## config.mk

```make
export PLATFORM = sky130hd
export DESIGN_NAME = bonus_pool_flat
export DESIGN_NICKNAME = d
export VERILOG_FILES = /design/src/rtl/bonus_pkg.sv /design/src/rtl/bonus_pool_if.sv /design/src/rtl/bonus_slot.sv /design/src/rtl/bonus_pool.sv /design/src/flat_wrapper.sv
export SDC_FILE = /design/constraint.sdc
export NUM_CORES = 1
export LEC_CHECK = 0
export CAP_MARGIN = 25
export CORE_ASPECT_RATIO = 1.75
export CORE_MARGIN = 4
export CORE_UTILIZATION = 45
export DETAILED_ROUTE_END_ITERATION = 6
export GPL_ROUTABILITY_DRIVEN = 0
export PLACE_DENSITY = 0.67
export REMOVE_ABC_BUFFERS = 1
export SYNTH_ARGS = -nofsm -noshare
export SYNTH_HDL_FRONTEND = slang
export SYNTH_SLANG_ARGS = --single-unit
```

## constraint.sdc

```tcl
create_clock -name clk_vga -period 1.8 [get_ports clk_vga]
set_clock_uncertainty 0.05 [all_clocks]
set_input_delay 0.27 -clock clk_vga [delete_from_list [all_inputs] [get_ports clk_vga]]
set_output_delay 0.27 -clock clk_vga [all_outputs]
set_load 0.02 [all_outputs]
```

## src/rtl/bonus_pkg.sv

```systemverilog
// Shared constants for the bonus/bomb slot pool: slot state encoding, default
// sizing and object type codes.
package bonus_pkg;

    typedef logic [1:0] slot_state_t;

    localparam slot_state_t IDLE   = 2'd0;
    localparam slot_state_t ACTIVE = 2'd1;
    localparam slot_state_t FADING = 2'd2;

    localparam int unsigned BONUS_NUM         = 4;
    localparam int unsigned BONUS_IDX_W       = 2;
    localparam int unsigned BONUS_TYPE_W      = 2;
    localparam int unsigned BONUS_LIFE_FRAMES = 600;
    localparam int unsigned BONUS_FADE_FRAMES = 120;
    localparam int unsigned BONUS_BLINK_SHIFT = 3;
    localparam int unsigned BONUS_RGB_W       = 12;

    localparam int unsigned BONUS_TYPE_BOMB = 0;
    localparam int unsigned BONUS_TYPE_FIRE = 1;
    localparam int unsigned BONUS_TYPE_LIFE = 2;

endpackage

```

## src/rtl/bonus_pool_if.sv

```systemverilog
// Bundle between enemy_base/compositor/score logic (master) and bonus_pool (slave).
interface bonus_pool_if
    import bonus_pkg::*;
#(
    parameter int unsigned NUM    = BONUS_NUM,
    parameter int unsigned IDX_W  = BONUS_IDX_W,
    parameter int unsigned TYPE_W = BONUS_TYPE_W,
    parameter int unsigned RGB_W  = BONUS_RGB_W
);
    logic                    v_sync_i;
    logic                    trigger_i;
    logic [IDX_W-1:0]        trigger_idx_i;
    logic [TYPE_W-1:0]       trigger_type_i;
    logic                    crash_i;
    logic [IDX_W-1:0]        curr_idx_i;
    logic                    obj_vali_i;
    logic                    bram_alpha_i;
    logic [RGB_W-1:0]        bram_rgb_i;
    logic [NUM-1:0]          disappear_o;
    logic [NUM*TYPE_W-1:0]   slot_type_o;
    logic                    collect_o;
    logic [TYPE_W-1:0]       collect_type_o;
    logic                    expire_o;
    logic [IDX_W:0]          active_cnt_o;
    logic                    vga_alpha_o;
    logic [RGB_W-1:0]        vga_rgb_o;

    modport master (
        output v_sync_i, trigger_i, trigger_idx_i, trigger_type_i, crash_i,
               curr_idx_i, obj_vali_i, bram_alpha_i, bram_rgb_i,
        input  disappear_o, slot_type_o, collect_o, collect_type_o, expire_o,
               active_cnt_o, vga_alpha_o, vga_rgb_o
    );

    modport slave (
        input  v_sync_i, trigger_i, trigger_idx_i, trigger_type_i, crash_i,
               curr_idx_i, obj_vali_i, bram_alpha_i, bram_rgb_i,
        output disappear_o, slot_type_o, collect_o, collect_type_o, expire_o,
               active_cnt_o, vga_alpha_o, vga_rgb_o
    );
endinterface

```

## src/rtl/bonus_slot.sv

```systemverilog
// One pool slot: IDLE/ACTIVE/FADING FSM with a frame-counted life and a type register.
module bonus_slot
    import bonus_pkg::*;
#(
    parameter int unsigned TYPE_W      = BONUS_TYPE_W,
    parameter int unsigned LIFE_FRAMES = BONUS_LIFE_FRAMES,
    parameter int unsigned FADE_FRAMES = BONUS_FADE_FRAMES,
    parameter int unsigned BLINK_SHIFT = BONUS_BLINK_SHIFT
) (
    input  logic              clk,
    input  logic              rst,
    input  logic              tick_i,
    input  logic              trig_i,
    input  logic [TYPE_W-1:0] trig_type_i,
    input  logic              crash_i,
    output logic              idle_o,
    output logic              render_en_c,
    output logic              collect_c,
    output logic              expire_c,
    output logic [TYPE_W-1:0] type_o
);
    localparam int unsigned LIFE_W = $clog2(LIFE_FRAMES + 1);

    slot_state_t       state_q, state_d;
    logic [LIFE_W-1:0] life_q, life_d;
    logic [TYPE_W-1:0] type_q, type_d;

    always_ff @(posedge clk) begin
        if (rst) begin
            state_q <= IDLE;
            life_q  <= '0;
            type_q  <= '0;
        end else begin
            state_q <= state_d;
            life_q  <= life_d;
            type_q  <= type_d;
        end
    end

    // Crash takes priority over the frame tick in both live states.
    always_comb begin
        state_d = state_q;
        case (state_q)
            IDLE:    if (trig_i) state_d = ACTIVE;
            ACTIVE: begin
                if (crash_i) state_d = IDLE;
                else if (tick_i && life_q == LIFE_W'(FADE_FRAMES + 1)) state_d = FADING;
            end
            FADING: begin
                if (crash_i) state_d = IDLE;
                else if (tick_i && life_q == LIFE_W'(1)) state_d = IDLE;
            end
            default: state_d = IDLE;
        endcase
    end

    always_comb begin
        life_d      = life_q;
        type_d      = type_q;
        collect_c   = 1'b0;
        expire_c    = 1'b0;
        render_en_c = 1'b0;
        case (state_q)
            IDLE: begin
                if (trig_i) begin
                    life_d = LIFE_W'(LIFE_FRAMES);
                    type_d = trig_type_i;
                end
            end
            ACTIVE: begin
                render_en_c = 1'b1;
                if (crash_i) begin
                    life_d    = '0;
                    collect_c = 1'b1;
                end else if (tick_i) begin
                    life_d = life_q - LIFE_W'(1);
                end
            end
            FADING: begin
                render_en_c = ~life_q[BLINK_SHIFT];
                if (crash_i) begin
                    life_d    = '0;
                    collect_c = 1'b1;
                end else if (tick_i) begin
                    life_d   = life_q - LIFE_W'(1);
                    expire_c = (life_q == LIFE_W'(1));
                end
            end
            default: life_d = '0;
        endcase
    end

    assign idle_o = (state_q == IDLE);
    assign type_o = type_q;

endmodule

```

## src/rtl/bonus_pool.sv

```systemverilog
// Slot manager for falling bombs/bonuses: frame tick, per-slot FSMs, event pulses,
// active popcount and sprite pixel gating.
module bonus_pool
    import bonus_pkg::*;
#(
    parameter int unsigned NUM         = BONUS_NUM,
    parameter int unsigned IDX_W       = BONUS_IDX_W,
    parameter int unsigned TYPE_W      = BONUS_TYPE_W,
    parameter int unsigned LIFE_FRAMES = BONUS_LIFE_FRAMES,
    parameter int unsigned FADE_FRAMES = BONUS_FADE_FRAMES,
    parameter int unsigned BLINK_SHIFT = BONUS_BLINK_SHIFT,
    parameter int unsigned RGB_W       = BONUS_RGB_W
) (
    input logic         clk_vga,
    input logic         rst,
    bonus_pool_if.slave bus
);
    localparam int unsigned CNT_W = IDX_W + 1;

    logic              v_sync_q, v_sync_d;
    logic              collect_q, collect_d;
    logic              expire_q, expire_d;
    logic [TYPE_W-1:0] collect_type_q, collect_type_d;
    logic              tick;

    logic [NUM-1:0]        idle;
    logic [NUM-1:0]        render_en;
    logic [NUM-1:0]        collect_c;
    logic [NUM-1:0]        expire_c;
    logic [TYPE_W-1:0]     slot_type [NUM];
    logic [NUM*TYPE_W-1:0] slot_type_packed;
    logic [TYPE_W-1:0]     sel_type;
    logic                  sel_render;
    logic                  pix_en;
    logic [CNT_W-1:0]      active_cnt;

    assign tick = bus.v_sync_i & ~v_sync_q;

    for (genvar i = 0; i < NUM; i++) begin : g_slot
        bonus_slot #(
            .TYPE_W      (TYPE_W),
            .LIFE_FRAMES (LIFE_FRAMES),
            .FADE_FRAMES (FADE_FRAMES),
            .BLINK_SHIFT (BLINK_SHIFT)
        ) u_slot (
            .clk         (clk_vga),
            .rst         (rst),
            .tick_i      (tick),
            .trig_i      (bus.trigger_i && (bus.trigger_idx_i == IDX_W'(i))),
            .trig_type_i (bus.trigger_type_i),
            .crash_i     (bus.crash_i && (bus.curr_idx_i == IDX_W'(i))),
            .idle_o      (idle[i]),
            .render_en_c (render_en[i]),
            .collect_c   (collect_c[i]),
            .expire_c    (expire_c[i]),
            .type_o      (slot_type[i])
        );
    end

    // An out-of-range curr_idx_i matches no slot and therefore reads as idle.
    always_comb begin
        sel_type   = '0;
        sel_render = 1'b0;
        for (int unsigned i = 0; i < NUM; i++) begin
            if (bus.curr_idx_i == IDX_W'(i)) begin
                sel_type   = slot_type[i];
                sel_render = render_en[i];
            end
        end
    end

    always_comb begin
        active_cnt       = '0;
        slot_type_packed = '0;
        for (int unsigned i = 0; i < NUM; i++) begin
            active_cnt = active_cnt + CNT_W'(~idle[i]);
            slot_type_packed[i*TYPE_W +: TYPE_W] = slot_type[i];
        end
    end

    always_comb begin
        v_sync_d       = bus.v_sync_i;
        collect_d      = |collect_c;
        expire_d       = |expire_c;
        collect_type_d = collect_d ? sel_type : collect_type_q;
    end

    always_ff @(posedge clk_vga) begin
        if (rst) begin
            v_sync_q       <= 1'b0;
            collect_q      <= 1'b0;
            expire_q       <= 1'b0;
            collect_type_q <= '0;
        end else begin
            v_sync_q       <= v_sync_d;
            collect_q      <= collect_d;
            expire_q       <= expire_d;
            collect_type_q <= collect_type_d;
        end
    end

    assign pix_en = bus.obj_vali_i & sel_render;

    assign bus.disappear_o    = idle;
    assign bus.slot_type_o    = slot_type_packed;
    assign bus.collect_o      = collect_q;
    assign bus.collect_type_o = collect_type_q;
    assign bus.expire_o       = expire_q;
    assign bus.active_cnt_o   = active_cnt;
    assign bus.vga_alpha_o    = pix_en & bus.bram_alpha_i;
    assign bus.vga_rgb_o      = pix_en ? bus.bram_rgb_i : '0;

endmodule

```

## src/flat_wrapper.sv

```systemverilog
// flat-port wrapper written by rule: the top's interface ports become plain ports
module bonus_pool_flat import bonus_pkg::*;
#(
    parameter int unsigned NUM         = BONUS_NUM,
    parameter int unsigned IDX_W       = BONUS_IDX_W,
    parameter int unsigned TYPE_W      = BONUS_TYPE_W,
    parameter int unsigned LIFE_FRAMES = BONUS_LIFE_FRAMES,
    parameter int unsigned FADE_FRAMES = BONUS_FADE_FRAMES,
    parameter int unsigned BLINK_SHIFT = BONUS_BLINK_SHIFT,
    parameter int unsigned RGB_W       = BONUS_RGB_W
)
  (clk_vga, rst, bus_v_sync_i, bus_trigger_i, bus_trigger_idx_i, bus_trigger_type_i, bus_crash_i, bus_curr_idx_i, bus_obj_vali_i, bus_bram_alpha_i, bus_bram_rgb_i, bus_disappear_o, bus_slot_type_o, bus_collect_o, bus_collect_type_o, bus_expire_o, bus_active_cnt_o, bus_vga_alpha_o, bus_vga_rgb_o);
  bonus_pool_if #(.NUM(NUM), .IDX_W(IDX_W), .TYPE_W(TYPE_W), .RGB_W(RGB_W)) bus_i ();
  input logic clk_vga;
  input logic rst;
  input wire logic [$bits(bus_i.v_sync_i)-1:0] bus_v_sync_i;
  input wire logic [$bits(bus_i.trigger_i)-1:0] bus_trigger_i;
  input wire logic [$bits(bus_i.trigger_idx_i)-1:0] bus_trigger_idx_i;
  input wire logic [$bits(bus_i.trigger_type_i)-1:0] bus_trigger_type_i;
  input wire logic [$bits(bus_i.crash_i)-1:0] bus_crash_i;
  input wire logic [$bits(bus_i.curr_idx_i)-1:0] bus_curr_idx_i;
  input wire logic [$bits(bus_i.obj_vali_i)-1:0] bus_obj_vali_i;
  input wire logic [$bits(bus_i.bram_alpha_i)-1:0] bus_bram_alpha_i;
  input wire logic [$bits(bus_i.bram_rgb_i)-1:0] bus_bram_rgb_i;
  output wire logic [$bits(bus_i.disappear_o)-1:0] bus_disappear_o;
  output wire logic [$bits(bus_i.slot_type_o)-1:0] bus_slot_type_o;
  output wire logic [$bits(bus_i.collect_o)-1:0] bus_collect_o;
  output wire logic [$bits(bus_i.collect_type_o)-1:0] bus_collect_type_o;
  output wire logic [$bits(bus_i.expire_o)-1:0] bus_expire_o;
  output wire logic [$bits(bus_i.active_cnt_o)-1:0] bus_active_cnt_o;
  output wire logic [$bits(bus_i.vga_alpha_o)-1:0] bus_vga_alpha_o;
  output wire logic [$bits(bus_i.vga_rgb_o)-1:0] bus_vga_rgb_o;
  assign bus_i.v_sync_i = bus_v_sync_i;
  assign bus_i.trigger_i = bus_trigger_i;
  assign bus_i.trigger_idx_i = bus_trigger_idx_i;
  assign bus_i.trigger_type_i = bus_trigger_type_i;
  assign bus_i.crash_i = bus_crash_i;
  assign bus_i.curr_idx_i = bus_curr_idx_i;
  assign bus_i.obj_vali_i = bus_obj_vali_i;
  assign bus_i.bram_alpha_i = bus_bram_alpha_i;
  assign bus_i.bram_rgb_i = bus_bram_rgb_i;
  assign bus_disappear_o = bus_i.disappear_o;
  assign bus_slot_type_o = bus_i.slot_type_o;
  assign bus_collect_o = bus_i.collect_o;
  assign bus_collect_type_o = bus_i.collect_type_o;
  assign bus_expire_o = bus_i.expire_o;
  assign bus_active_cnt_o = bus_i.active_cnt_o;
  assign bus_vga_alpha_o = bus_i.vga_alpha_o;
  assign bus_vga_rgb_o = bus_i.vga_rgb_o;
  bonus_pool #(.NUM(NUM), .IDX_W(IDX_W), .TYPE_W(TYPE_W), .LIFE_FRAMES(LIFE_FRAMES), .FADE_FRAMES(FADE_FRAMES), .BLINK_SHIFT(BLINK_SHIFT), .RGB_W(RGB_W)) u_core (.clk_vga(clk_vga), .rst(rst), .bus(bus_i));
endmodule
```

Yosys cells after proc, flatten, opt, wreduce, memory -nomap -nowiden
Cells that the tools add are included.
- reductions and logical operators: 40
- equality and inequality tests: 38
- $add $sub $neg: 7
- mux-type cells: 73
- bitwise logic cells: 12
- operators by type and width (kind ; number):
    2-to-1 mux 10 bit ; 12
    one-hot mux 10 bit (2 select lines) ; 4
    2-to-1 mux 2 bit ; 24
    equality test 10 x 1 -> 1 bit (second input constant) ; 4
    equality test 10 x 7 -> 1 bit (second input constant) ; 4
    subtractor 10 x 1 -> 10 bit (second input constant) ; 4
    2-to-1 mux 1 bit ; 24
    inequality test 3 bit (second input constant) ; 8
    one-hot mux 2 bit (3 select lines) ; 4
    equality test 2 bit (second input constant) ; 8
    logical AND 1 bit ; 16
    AND reduction 2 bit ; 8
    equality test 2 x 1 -> 1 bit (second input constant) ; 6
    logical NOT 2 bit ; 6
    2-to-1 mux 12 bit ; 1
    inequality test 3 x 1 -> 1 bit (second input constant) ; 4
    inverter 1 -> 3 bit ; 4
    AND reduction 3 bit ; 4
    adder 3 bit ; 3
    inequality test 2 bit (second input constant) ; 4
    one-hot mux 1 bit (2 select lines) ; 4
    OR reduction 2 bit ; 4
    OR reduction 4 bit ; 2
    inverter 1 bit ; 5
    AND 1 bit ; 3
- output and inout port bits: 32
- logic and storage cells: 186
- register bits: 61

Longest topological paths before layout
- depth after elaboration: 8
- mapped depth: 8

By module
A second synthesis with hierarchy kept.
- cell total of the unflattened synthesis: 477
- area, all modules: 4038.9 µm²
- by module, submodules not included (module ; cells an instance ; instances ; area each (µm²)):
    bonus_slot at u_core.g_slot[0].u_slot ... ; 106 ; 3 ; 883.3
    bonus_slot at u_core.g_slot[3].u_slot ; 109 ; 1 ; 923.4
    bonus_pool ; 50 ; 1 ; 465.4

Worst setup path before layout
No wires, ideal clock.
- kind: reg-to-output
- from: register u_core.g_slot[2].u_slot.state_q[0]
- to: output port bus_vga_rgb_o[10]
- buffers on the path: 1
- required time: 1480 ps
- slack: -340 ps
- data arrival time: 1820 ps
- stages on the path, launching flop included: 8
- path through: dfxtp_1 inv_1 ha_1 inv_1 o311ai_0 o211ai_1 clkbuf_1 nor2_1
- cells in the longest elaborated chain, start to end: 6
- RTL lines (what ; RTL line ; text):
    start: declaration ; bonus_slot.sv:24 ; slot_state_t state_q, state_d;
    start signal: assignment ; bonus_slot.sv:34 ; state_q <= state_d;
    equality test 2 bit or equality test 2 x 1 -> 1 bit (tied branches) ; bonus_slot.sv:63 ; case (state_q)
    one-hot mux 1 bit (2 select lines) * ; bonus_slot.sv:63 ;
    2-to-1 mux 1 bit * (2 in a row) ; bonus_pool.sv:65 ; if (bus.curr_idx_i == IDX_W'(i)) begin
    AND 1 bit * ; bonus_pool.sv:102 ; assign pix_en = bus.obj_vali_i & sel_render;
    2-to-1 mux 12 bit * ; bonus_pool.sv:111 ; assign bus.vga_rgb_o = pix_en ? bus.bram_rgb_i : '0;
    end: declaration ; flat_wrapper.sv:32 ; output wire logic [$bits(bus_i.vga_rgb_o)-1:0] bus_vga_rgb_o;
Every way passes the cells marked *; elsewhere a longest branch is shown, timed or not.

Final worst setup path
- from: register u_core.g_slot[0].u_slot.state_q[1]
- to: output port bus_vga_alpha_o
- cells in the longest elaborated chain, start to end: 8
- RTL lines (what ; RTL line ; text):
    start: declaration ; bonus_slot.sv:24 ;
    start signal: assignment ; bonus_slot.sv:34 ;
    equality test 2 bit or equality test 2 x 1 -> 1 bit (tied branches) ; bonus_slot.sv:63 ;
    one-hot mux 1 bit (2 select lines) * ; bonus_slot.sv:63 ;
    2-to-1 mux 1 bit * (4 in a row) ; bonus_pool.sv:65 ;
    AND 1 bit * ; bonus_pool.sv:102 ;
    AND 1 bit * ; bonus_pool.sv:110 ; assign bus.vga_alpha_o = pix_en & bus.bram_alpha_i;
    end: declaration ; flat_wrapper.sv:31 ; output wire logic [$bits(bus_i.vga_alpha_o)-1:0] bus_vga_alpha_o;
Marks and branches as above.

==> results.txt <==
----------------------------------------------------
[Status]
  Status ... finished, violations left
  Failing checks ... setup timing

[STA]
  Final worst slack ... -0.601 ns
  Number of pins exceeding their max-slew limit in the final report ... 0
  Minimum clock period ... about 2.4 ns
  Slew at the pin closest to its max-slew limit ... ~0.48 ns
  F_max ... between 400 and 500 MHz
  Final setup violation count ... 25
  Crit share post-route ... 1.33
  Final-report hold violation count ... 0
  Unrepaired setup endpoints after global routing ... true
  Relative max-transition margin ... 0.680

[Placement]
  Sum of net half-perimeters after detailed placement ... 9620 µm
  Number of I/O port buffers ... 56
  Number of placed instances with taps included ... roughly 790

[Detailed routing]
  Vias/cell ... 5.66
  Remaining design rule violation count ... 0
  Detailed router's first-iteration violation count ... around 260
  Total wire length after detailed routing ... between 10,000 and 15,000 µm
  Antenna Nets Post-Route ... 0
  1st-pass router iterations ... 4
  Overall via count from detail_route ... ~4,600
  Mean routed wirelength per cell ... about 18 µm

[Clock tree]
  Count of H-tree levels built during CTS ... 3
  Num CTS Buffers ... 9
  Post-CTS Hold Fix Bufs ... 0
  Clock slew seen by the registers of the worst setup and hold paths ... ~0.050 ns
  Bufs on Longest Clock Path ... 2
  Clk sink count ... just over 60
  CTS tree ... yes
  Clock latency on the worst-skew pair ... roughly 0.34 ns
  Master cell of the clock root buffer ... sky130_fd_sc_hd__clkbuf_16

[Synthesis]
  Largest cells by area after synthesis ... sky130_fd_sc_hd__dfxtp_1 (31%), sky130_fd_sc_hd__ha_1 (8.3%), sky130_fd_sc_hd__nor2_1 (5.6%)
  Leading area contributor after synthesis ... sky130_fd_sc_hd__dfxtp_1
  Cell count after synthesis ... ~500
  Number of flops mapped to enable cells by yosys ... 0
  Count of synthesis-stage warnings from yosys ... 0
  Multiplexer share of the synthesized area ... 0.0401
  Most used DFF post-synth ... sky130_fd_sc_hd__dfxtp_1
  Post-synthesis instance area ... slightly below 4000 µm²
  Cell types with the highest counts after synthesis ... sky130_fd_sc_hd__dfxtp_1 (61), sky130_fd_sc_hd__nor2_1 (59), sky130_fd_sc_hd__inv_1 (47), sky130_fd_sc_hd__nand2_1 (47), sky130_fd_sc_hd__a21oi_1 (31)
  Adder and majority cell fraction of the synthesized area ... 0.0878
  Most common cell in the netlist ... sky130_fd_sc_hd__dfxtp_1
  Average footprint of a synthesized cell ... just under 8 µm²
  Netlist cell types ... between 50 and 60
  Post-synth ARST share ... 0
  Synthesized-area fraction occupied by ao, oa, aoi and oai cells ... 0.164
  XOR/XNOR share of the synthesized area ... 0.0512
  Basic-gate share of the synthesized area counting and, or, nand and nor cells ... 0.272
  Share of the yosys chip area belonging to registers ... 0.310
  Share of the synthesized area in the top cell type ... 0.310
  FF+latch count, synth ... 61
  Combinational family with the most area after synthesis ... simple AND/OR/NAND/NOR gates

[Cells and area]
  Area added between synthesis and finish ... 67.3%
  Final nets ... ~750
  Antenna diode instance count ... 0
  Final core utilization ... 0.781
  Proportion of layout cells with a drive suffix above 1 ... 0.437
  Area of the multi-input gates ... ~3000 µm²
  Register Area ... between 1000 and 1500 µm²
  Fillers ... 558
  Post-route insts no fill ... between 800 and 900

[Critical path]
  Capturing element type of the critical path ... output pin
  Worst Path Arrival ... ~2.1 ns
  Largest driver fanout on the critical path ... 7
  Critical path launch point type ... flop
  Worst Setup Path Type ... reg2out
  WP data required ... around 1.5 ns
  Reg-to-reg setup timing slack ... -0.16 ns

[Floorplan]
  X dimension of the die ... just under 80 µm
  Die footprint ... 10,400 µm²
  Std-Cell Rows ... 44
  Core region area ... around 8400 µm²
  Die height ... ~130 µm
  Initial core utilization ... 0.467
  Io pins ... between 50 and 60

[Power]
  Maximum vdd ir drop ... between 1 and 1.5 mV
  Ratio of total power to cell area ... about 1100 nW/µm²
  Total power ... ~6900 µW
  Static Leak ... between 0.002 and 0.003 µW

[Global route]
  Total gr overflow ... 0
  Global Route Usage Sum ... 0.265
  Number of antenna violations at the first check in global routing ... 0
  Maximum number of pins on one net before global-route repair ... 24
  First-pass GRT wire length ... approximately 22,000 µm
  Vias in the first global route ... about 4,800

[Min path]
  Hold Crit Class ... in2reg

[Run]
  Maximum Capacitance Violations ... 0

----------------------------------------------------
-- timing repair --
item                                    4_1_cts  5_1_grt
pin swaps                                    33       39
endpoints found under the setup margin       58       58
gates resized for setup                     188       84
buffers inserted                             11        4
cloned                                        1        0
-- metrics by stage --
step | setup WS, ns | area (µm²) | TNS (ns) | hold slack, ns
after floorplan | -0.445 | 3820 | -6.53 | 0.289
after global placement | -0.760 | 5550 | -29.56 | 0.413
after detailed placement | -0.770 | 5550 | -30.32 | 0.429
after CTS | -0.548 | 6240 | -8.21 | 0.297
after global routing | -0.639 | 6580 | -11.25 | 0.370
final | -0.601 | 6580 | -9.76 | 0.349
-- final cells by class --
class,instances,area share
Clock buffer,10,0.0363
Inverter,47,0.0272
Tap cell,115,0.0219
Multi-Input combinational cell,370,0.457
Sequential cell,61,0.189
Clock inverter,5,0.00418
Timing Repair Buffer,208,0.265
-- kinds of logic after synthesis --
group	after synthesis
muxes	12
and+or+nand+nor	207
buffers and inverters	72
adders and majority gates	27
DFF	61
AOI/OAI and AO/OA	101
xor gates and xnor gates	23
-- where the power goes --
group          internal (µW)  leakage [µW]  switching (µW)
registers               1590      0.000504             240
logic                   1790       0.00213            1750
clock network            949      0.000134             615
total                   4330       0.00276            2600
-- final timing paths --
check                                                       start                                             end  cells past startpoint
hold / removal                                       bus_v_sync_i                      u_core.v_sync_q$_SDFF_PP0_                      2
setup reg to reg   u_core.g_slot[0].u_slot.life_q[1]$_SDFFE_PP0P_                  u_core.bus.expire_o$_SDFF_PP0_                      7
hold reg to reg    u_core.g_slot[1].u_slot.type_o[0]$_SDFFE_PP0P_  u_core.g_slot[1].u_slot.type_o[0]$_SDFFE_PP0P_                      2
setup / recovery  u_core.g_slot[0].u_slot.state_q[1]$_SDFFE_PP0P_                                 bus_vga_alpha_o                      9
-- critical path, cell delays in order (launching register included) --
cell and delay, ns:
sky130_fd_sc_hd__dfxtp_2 0.34, sky130_fd_sc_hd__inv_2 0.05, sky130_fd_sc_hd__buf_4 0.13, sky130_fd_sc_hd__ha_1 0.21, sky130_fd_sc_hd__a21oi_2 0.20, sky130_fd_sc_hd__o32ai_2 0.12, sky130_fd_sc_hd__o211ai_1 0.29, sky130_fd_sc_hd__buf_6 0.23
sky130_fd_sc_hd__nor2_2 0.05, sky130_fd_sc_hd__buf_6 0.12
-- registers in the layout, indices dropped and copies added (netlist names) --
| signal | cells |
|---|---|
| u_core.g_slot.u_slot.life_q | 40 |
| u_core.g_slot.u_slot.state_q | 8 |
| u_core.g_slot.u_slot.type_o | 8 |
| u_core.bus.collect_type_o | 2 |
| u_core.bus.collect_o | 1 |
| u_core.bus.expire_o | 1 |
| u_core.v_sync_q | 1 |
-- layout by cell type (no fill, tap or decap), types with 6 or more instances in the layout --
cell,count
sky130_fd_sc_hd__mux2i_1,9
sky130_fd_sc_hd__buf_6,27
sky130_fd_sc_hd__dlygate4sd2_1,10
sky130_fd_sc_hd__xnor2_1,14
sky130_fd_sc_hd__clkdlybuf4s50_1,29
sky130_fd_sc_hd__xor2_1,9
sky130_fd_sc_hd__o21ai_1,6
sky130_fd_sc_hd__nand2_1,45
sky130_fd_sc_hd__a21oi_2,8
sky130_fd_sc_hd__dfxtp_2,16
sky130_fd_sc_hd__inv_1,32
sky130_fd_sc_hd__dfxtp_1,45
sky130_fd_sc_hd__o21ai_0,14
sky130_fd_sc_hd__buf_4,138
sky130_fd_sc_hd__nor2_1,47
sky130_fd_sc_hd__clkbuf_16,9
sky130_fd_sc_hd__nand3_1,16
sky130_fd_sc_hd__nor4_4,7
sky130_fd_sc_hd__a21oi_1,23
sky130_fd_sc_hd__a31oi_1,6
sky130_fd_sc_hd__inv_2,14
sky130_fd_sc_hd__nor2_4,8
sky130_fd_sc_hd__nor3_1,12
sky130_fd_sc_hd__ha_4,13
sky130_fd_sc_hd__ha_1,11
sky130_fd_sc_hd__nand4_1,9
-- routing by layer --
metal  routed length [µm]  global-route usage  vias to the layer above
li1                     -                   -                     2166
met1                 4940               0.259                     2211
met2                 7940               0.497                      176
met3                  749              0.0555                       62
met4                  724               0.148                        0
met5                    0                   0                        -
Power figures use the tool's default switching activity.
